<file path="config.mk">
export PLATFORM = sky130hd
export DESIGN_NAME = enemy_scheduler
export DESIGN_NICKNAME = d
export VERILOG_FILES = /design/src/rtl/enemy_scheduler_pkg.sv /design/src/rtl/enemy_scheduler_lfsr16.sv /design/src/rtl/enemy_scheduler.sv
export SDC_FILE = /design/constraint.sdc
export NUM_CORES = 1
export LEC_CHECK = 0
export ABC_CLOCK_PERIOD_IN_PS = 6850
export CORE_ASPECT_RATIO = 0.9
export CORE_MARGIN = 1
export CORE_UTILIZATION = 40
export DETAILED_ROUTE_END_ITERATION = 6
export DONT_BUFFER_PORTS = 1
export PLACE_DENSITY_LB_ADDON = 0.08
export RECOVER_POWER = 100
export SYNTH_ARGS = -nofsm -noshare
export SYNTH_HDL_FRONTEND = slang
export SYNTH_SLANG_ARGS = --single-unit
</file>
<file path="constraint.sdc">
create_clock -name clk -period 6.85 [get_ports clk]
set_input_delay 1.7125 -clock clk [delete_from_list [all_inputs] [get_ports clk]]
set_output_delay 1.7125 -clock clk [all_outputs]
set_load 0.01 [all_outputs]
</file>
<file path="src/rtl/enemy_scheduler_pkg.sv">
// Shared game package: scheduler state encodings and LFSR constants.
package enemy_scheduler_pkg;

    typedef enum logic [2:0] {
        ST_STOP,
        ST_WAIT,
        ST_PICK,
        ST_ISSUE,
        ST_FULL,
        ST_HOLD
    } sched_state_t;

    typedef enum logic {
        G_RUN,
        G_PAUSED
    } game_sub_t;

    // Taps 16,14,13,11 counted from the output end of a right shifter.
    localparam logic [15:0] LFSR_TAPS = 16'h002D;

    localparam int XY_W   = 21;
    localparam int MOVE_W = 6;

    function automatic logic [15:0] lfsr_step(input logic [15:0] v);
        return {^(v & LFSR_TAPS), v[15:1]};
    endfunction

endpackage

</file>
<file path="src/rtl/enemy_scheduler_lfsr16.sv">
// 16-bit Fibonacci LFSR with enable; a zero seed is coerced to 1.
module lfsr16
    import enemy_scheduler_pkg::*;
(
    input  logic        clk,
    input  logic        reset,
    input  logic        enable,
    input  logic [15:0] seed,
    output logic [15:0] q
);

    logic [15:0] q_q;
    logic [15:0] q_d;

    always_comb begin
        q_d = q_q;
        if (enable) begin
            q_d = lfsr_step(q_q);
        end
    end

    always_ff @(posedge clk) begin
        if (reset) begin
            q_q <= (seed == 16'h0000) ? 16'h0001 : seed;
        end else begin
            q_q <= q_d;
        end
    end

    assign q = q_q;

endmodule

</file>
<file path="src/rtl/enemy_scheduler.sv">
// Spawn scheduler: paces enemy spawns into free sprite slots with
// LFSR-chosen jump patterns and start cubes.
module enemy_scheduler
    import enemy_scheduler_pkg::*;
#(
    parameter int          N_SLOTS     = 2,
    parameter logic [31:0] SPAWN_DELAY = 32'd50_000_000,
    parameter logic [15:0] LFSR_SEED   = 16'hACE1
) (
    input  logic                clk,
    input  logic                reset,
    input  logic                e_start_qb,
    input  logic                e_pause_qb,
    input  logic                e_resume_qb,
    input  logic                KO_qb,
    input  logic                freeze_power,
    input  logic [XY_W-1:0]     start_pos_l,
    input  logic [XY_W-1:0]     start_pos_r,
    input  logic [N_SLOTS-1:0]  slot_end,
    output logic [N_SLOTS-1:0]  e_enable,
    output logic [MOVE_W-1:0]   e_move,
    output logic [XY_W-1:0]     e_XY0,
    output logic [N_SLOTS-1:0]  slot_active,
    output logic [7:0]          spawn_cnt
);

    // Delays of 0 and 1 both mean an attempt every cycle.
    localparam logic [31:0] DLY_M1 =
        (SPAWN_DELAY <= 32'd1) ? 32'd0 : SPAWN_DELAY - 32'd1;

    sched_state_t        state_q, state_d;
    game_sub_t           game_q, game_d;
    logic [31:0]         timer_q, timer_d;
    logic [N_SLOTS-1:0]  en_q, en_d;
    logic [MOVE_W-1:0]   move_q, move_d;
    logic [XY_W-1:0]     xy_q, xy_d;
    logic [N_SLOTS-1:0]  act_q, act_d;
    logic [7:0]          cnt_q, cnt_d;
    logic [N_SLOTS-1:0]  end_q;

    logic [N_SLOTS-1:0]  free;
    logic [N_SLOTS-1:0]  sel_oh;
    logic [N_SLOTS-1:0]  end_rise;
    logic [15:0]         lfsr_q;
    logic                lfsr_en;

    assign free     = ~act_q;
    assign sel_oh   = free & (~free + N_SLOTS'(1));
    assign end_rise = slot_end & ~end_q;

    lfsr16 u_lfsr (
        .clk    (clk),
        .reset  (reset),
        .enable (lfsr_en),
        .seed   (LFSR_SEED),
        .q      (lfsr_q)
    );

    always_comb begin
        state_d = state_q;
        game_d  = game_q;
        timer_d = timer_q;
        en_d    = '0;
        move_d  = move_q;
        xy_d    = xy_q;
        cnt_d   = cnt_q;
        act_d   = act_q & ~end_rise;
        lfsr_en = 1'b0;

        if (e_start_qb) begin
            state_d = ST_WAIT;
            game_d  = G_RUN;
            timer_d = '0;
            act_d   = '0;
            cnt_d   = '0;
        end else if (state_q == ST_STOP) begin
            if (e_resume_qb) begin
                state_d = ST_WAIT;
                timer_d = '0;
                act_d   = '0;
                cnt_d   = '0;
            end
        end else if (game_q == G_PAUSED) begin
            if (e_resume_qb) begin
                game_d = G_RUN;
            end
        end else if (e_pause_qb) begin
            game_d = G_PAUSED;
        end else begin
            lfsr_en = 1'b1;
            if (KO_qb) begin
                state_d = ST_HOLD;
            end else begin
                unique case (state_q)
                    ST_WAIT: begin
                        if (!freeze_power) begin
                            if (timer_q == DLY_M1) begin
                                state_d = ST_PICK;
                                timer_d = '0;
                            end else begin
                                timer_d = timer_q + 32'd1;
                            end
                        end
                    end
                    ST_PICK: begin
                        if (|free) begin
                            state_d = ST_ISSUE;
                            en_d    = sel_oh;
                            move_d  = lfsr_q[MOVE_W-1:0];
                            xy_d    = lfsr_q[6] ? start_pos_r
                                                : start_pos_l;
                            // A new spawn beats a same-cycle end.
                            act_d   = act_d | sel_oh;
                            cnt_d   = (cnt_q == 8'hFF) ? cnt_q
                                                       : cnt_q + 8'd1;
                        end else begin
                            state_d = ST_FULL;
                        end
                    end
                    ST_ISSUE: state_d = ST_WAIT;
                    ST_FULL: begin
                        if (!freeze_power && (|free)) begin
                            state_d = ST_PICK;
                        end
                    end
                    ST_HOLD: begin
                        state_d = ST_WAIT;
                        timer_d = '0;
                    end
                    default: state_d = state_q;
                endcase
            end
        end
    end

    always_ff @(posedge clk) begin
        if (reset) begin
            state_q <= ST_STOP;
            game_q  <= G_RUN;
            timer_q <= '0;
            en_q    <= '0;
            move_q  <= '0;
            xy_q    <= '0;
            act_q   <= '0;
            cnt_q   <= '0;
            end_q   <= '0;
        end else begin
            state_q <= state_d;
            game_q  <= game_d;
            timer_q <= timer_d;
            en_q    <= en_d;
            move_q  <= move_d;
            xy_q    <= xy_d;
            act_q   <= act_d;
            cnt_q   <= cnt_d;
            end_q   <= slot_end;
        end
    end

    assign e_enable    = en_q;
    assign e_move      = move_q;
    assign e_XY0       = xy_q;
    assign slot_active = act_q;
    assign spawn_cnt   = cnt_q;

endmodule

</file>
==> results.md <==
- Run status: finished with violations
- Failing checks: DRC, capacitance limit, slew limit
- Power Total: 0.00112 W
- Area of the core: 10300 µm²
- Capture endpoint of the worst hold path: u_lfsr.q[14]$_SDFFE_PP0P_
- Netlist area before placement: 4290 µm²
- Worst clock skew: 0.00620 ns
- Maximum fanout along the worst path: 26
- Die area: 11100 µm²
- Number of global-route vias before repair: 3349
- CTS resizes: 0
- Worst slew margin relative to its limit: -27.0%
- Maximum number of pins on one net before global-route repair: 51
- Post-synthesis register bit count: 93
- Synth top cells by count: 93 x dfxtp_1, 62 x nand2_1, 54 x a21oi_1
- Remaining antenna violation count: 0
- Clock latency at the later pin of the worst-skew pair: 0.34 ns
- Simple-gate share of the synthesized area: 26.9%
- Fin. Hold Viols: 0
- Fmax: 0.218 GHz
- Hold_sp: u_lfsr.q[15]$_SDFFE_PP1P_
- Number of nets in the layout: 542
- CP arrival: 4.77 ns
- Buffer levels on the longest clock path: 2
- Die width: 111 µm
- Worst VDD drop: 0.126 mV
- Cell taking the most area after synthesis: dfxtp_1
- Cts hold-fix bufs: 0
- Max-cap violations: 1
- HPWL after DPL: 6.30 mm
- Total wirelength of the detailed-routed design: 9.19 mm
- Setup Viol. Count Final: 0
- Main synth FF type: dfxtp_1
- Element type at the critical path start: input port
- Number of clock sinks: 93
- Final Instance Count excl. Fillers: 623
- Total of warnings raised by yosys: 0
- Number of max-slew violations in the final report: 49
- Setup tns final: 0 ns
- Minimum period implied by the final worst setup slack: 4.59 ns
- Final estimated routing congestion in global placement: about 0.76
- Row count: 35
- Starting utilization of the core area: between 40% and 50%
- Worst-margin pin slew: 1.90 ns
- Data required time of the worst path: 7.03 ns
- Multiplexer area fraction after synthesis: 5.14%
- Clock edge transition at the registers on the reported setup and hold paths: 0.07 ns
- Endpoint of the most critical register-to-register path: timer_q[3]$_SDFFE_PP0P_
- Vertical extent of the die: 100 µm
- Count of flip-flops with a built-in enable after synthesis: 0
- Pleak: 1.50 nW
- Synthesized Nets: 558
- Buffer type at the clock tree root: clkbuf_16
- DR vias/cell: 5.81
- Count of distinct cell types in the synthesized netlist: 49
- Synthesized netlist cell count: 505
- Async set-or-reset flop fraction in the synthesized netlist: 0%
- Initial DRC count: 245
- Global-route wire length before repair: 16.0 mm
- Placed Instances: 607
- Fraction of final layout cells sized beyond drive strength 1: 4.25%
- Worst setup EP type: flip-flop
- Boundary Pins: 90
- Number of port buffers: 0
- Vias: 3619
- Power density over the cells: 243 nW/µm²
- Dominant combinational cell family by area after synthesis: simple AND/OR/NAND/NOR gates
- Area overhead of the layout relative to synthesis: 7.85%
- Complex-gate fraction of the synthesized area: 17.8%
- Detailed-router iteration count before antenna repair: 6
- TritonCTS clock tree: done
- Worst r2r src: state_q[2]$_SDFFE_PP0P_
- Hold Path Class: reg -> reg
- Category of the critical setup timing path: in -> reg
- Detailed-route DRC error count: 12
- Global-route total usage across every layer: 17.5%
- Average footprint of a synthesized cell: 8.49 µm²
- Worst hold path cell count: 2
- Cells on worst reg2reg path: 6
- Sequential share of the synthesized area: 43.4%
- Fill cell count: 1049
- Part of the cycle the worst path needs: 67.0%
- Flop2flop setup slack: 3.07 ns
- CTS Buf Count: 9
- Wire length per cell: 14.7 µm
- Leading post-synthesis cells by cell area: dfxtp_1 43%, a21oi_1 6.3%, nand2_1 5.4%, mux2i_1 5.1%, a211oi_1 4.0%
- Initial antenna violation count: 0
- Diodes inserted: 0
- Post-Synth Adder-Cell Area: 0.584%
- H-tree depth reported by CTS: 3
- Setup repair after global routing missed its margin: no
- Setup bufs post-CTS: 0
- Area share of the leading cell type in the synthesized netlist: a little over two fifths
- Congestion Overflow GR: 0
- Most frequent cell after synthesis: dfxtp_1
- XOR/XNOR Fraction of Synth Area: 2.45%
==> registers in the layout, summed over array words and instances (netlist names) <==
| register | cells |
|---|---|
| slot_active | 2 |
| end_q | 2 |
| e_enable | 2 |
| timer_q | 32 |
| game_q | 1 |
| e_move | 6 |
| state_q | 3 |
| e_XY0 | 21 |
| spawn_cnt | 8 |
| u_lfsr.q | 16 |
==> power by group <==
group,switching (W),total (W),internal (W),leakage (nW)
logic,0.0000301,0.0000529,0.0000227,0.594
clock network,0.000217,0.000513,0.000296,0.153
registers,0.0000104,0.000558,0.000548,0.752
total,0.000258,0.00112,0.000867,1.50
==> cells in the final DEF, fill, tap and decap left out, drive strengths merged, types with 18 or more instances in the layout <==
master and n:
dfxtp 93, nand2 62, a21oi 54, nor2 44, a211oi 23, mux2i 22
nand3 18, o31ai 18, or4 18
==> worst max-delay path, cell delays in order <==
cell and delay [ns]:
or4b_1 0.58, o31ai_1 0.27, nand3_1 0.40, o21ai_0 0.73, clkbuf_1 0.97, nor2_1 0.10
==> routing by layer <==
| layer | GRT usage [%] | up-vias | share of wire (%) |
|---|---|---|---|
| met5 | 0 | - | 0 |
| met1 | 22.7 | 1700 | 48 |
| met4 | 6.24 | 0 | 1.4 |
| li1 | - | 1837 | - |
| met2 | 28.7 | 71 | 46 |
| met3 | 4.17 | 11 | 4.6 |
==> cell families after synthesis <==
logic type	Yosys count
AND/OR/NAND/NOR	218
XOR/XNOR	12
buffers and inverters	37
multiplexers	22
flip-flops	93
AO/OA/AOI/OAI	121
adder cells (fa/ha/maj)	2
==> per-stage QoR <==
step	worst slack [ns]	hold slack (ns)	cell area [µm²]	utilization (%)
after detailed placement	3.08	0.443	4350	42.1
after floorplan	3.47	0.432	4290	-
after global placement	3.12	0.436	4350	42.1
after global routing	1.96	0.472	4620	44.7
after CTS	3.44	0.453	4660	45.1
final	2.26	0.450	4620	44.7
==> area by class of cell <==
type / count / area, µm² / area share, %
clock buffer: 10 / 239 / 5.17
clock inverter: 6 / 70.1 / 1.52
inverter: 7 / 26.3 / 0.568
multi-input combinational: 375 / 2250 / 48.6
sequential: 93 / 1860 / 40.3
tap: 129 / 161 / 3.49
timing repair buffer: 3 / 15.0 / 0.325
==> worst max-delay path by stage <==
stage / slack (ns) / to / cells past startpoint / start
2_1_floorplan: 3.47 / timer_q[22]$_SDFFE_PP0P_ / 7 / e_resume_qb
6_report: 2.26 / timer_q[3]$_SDFFE_PP0P_ / 6 / e_resume_qb
3_3_place_gp: 3.12 / timer_q[13]$_SDFFE_PP0P_ / 5 / e_resume_qb
5_1_grt: 1.96 / timer_q[23]$_SDFFE_PP0P_ / 6 / e_resume_qb
3_5_place_dp: 3.08 / timer_q[13]$_SDFFE_PP0P_ / 5 / e_resume_qb
4_1_cts: 3.44 / timer_q[13]$_SDFFE_PP0P_ / 5 / e_resume_qb
(Power assumes the default switching activity.)
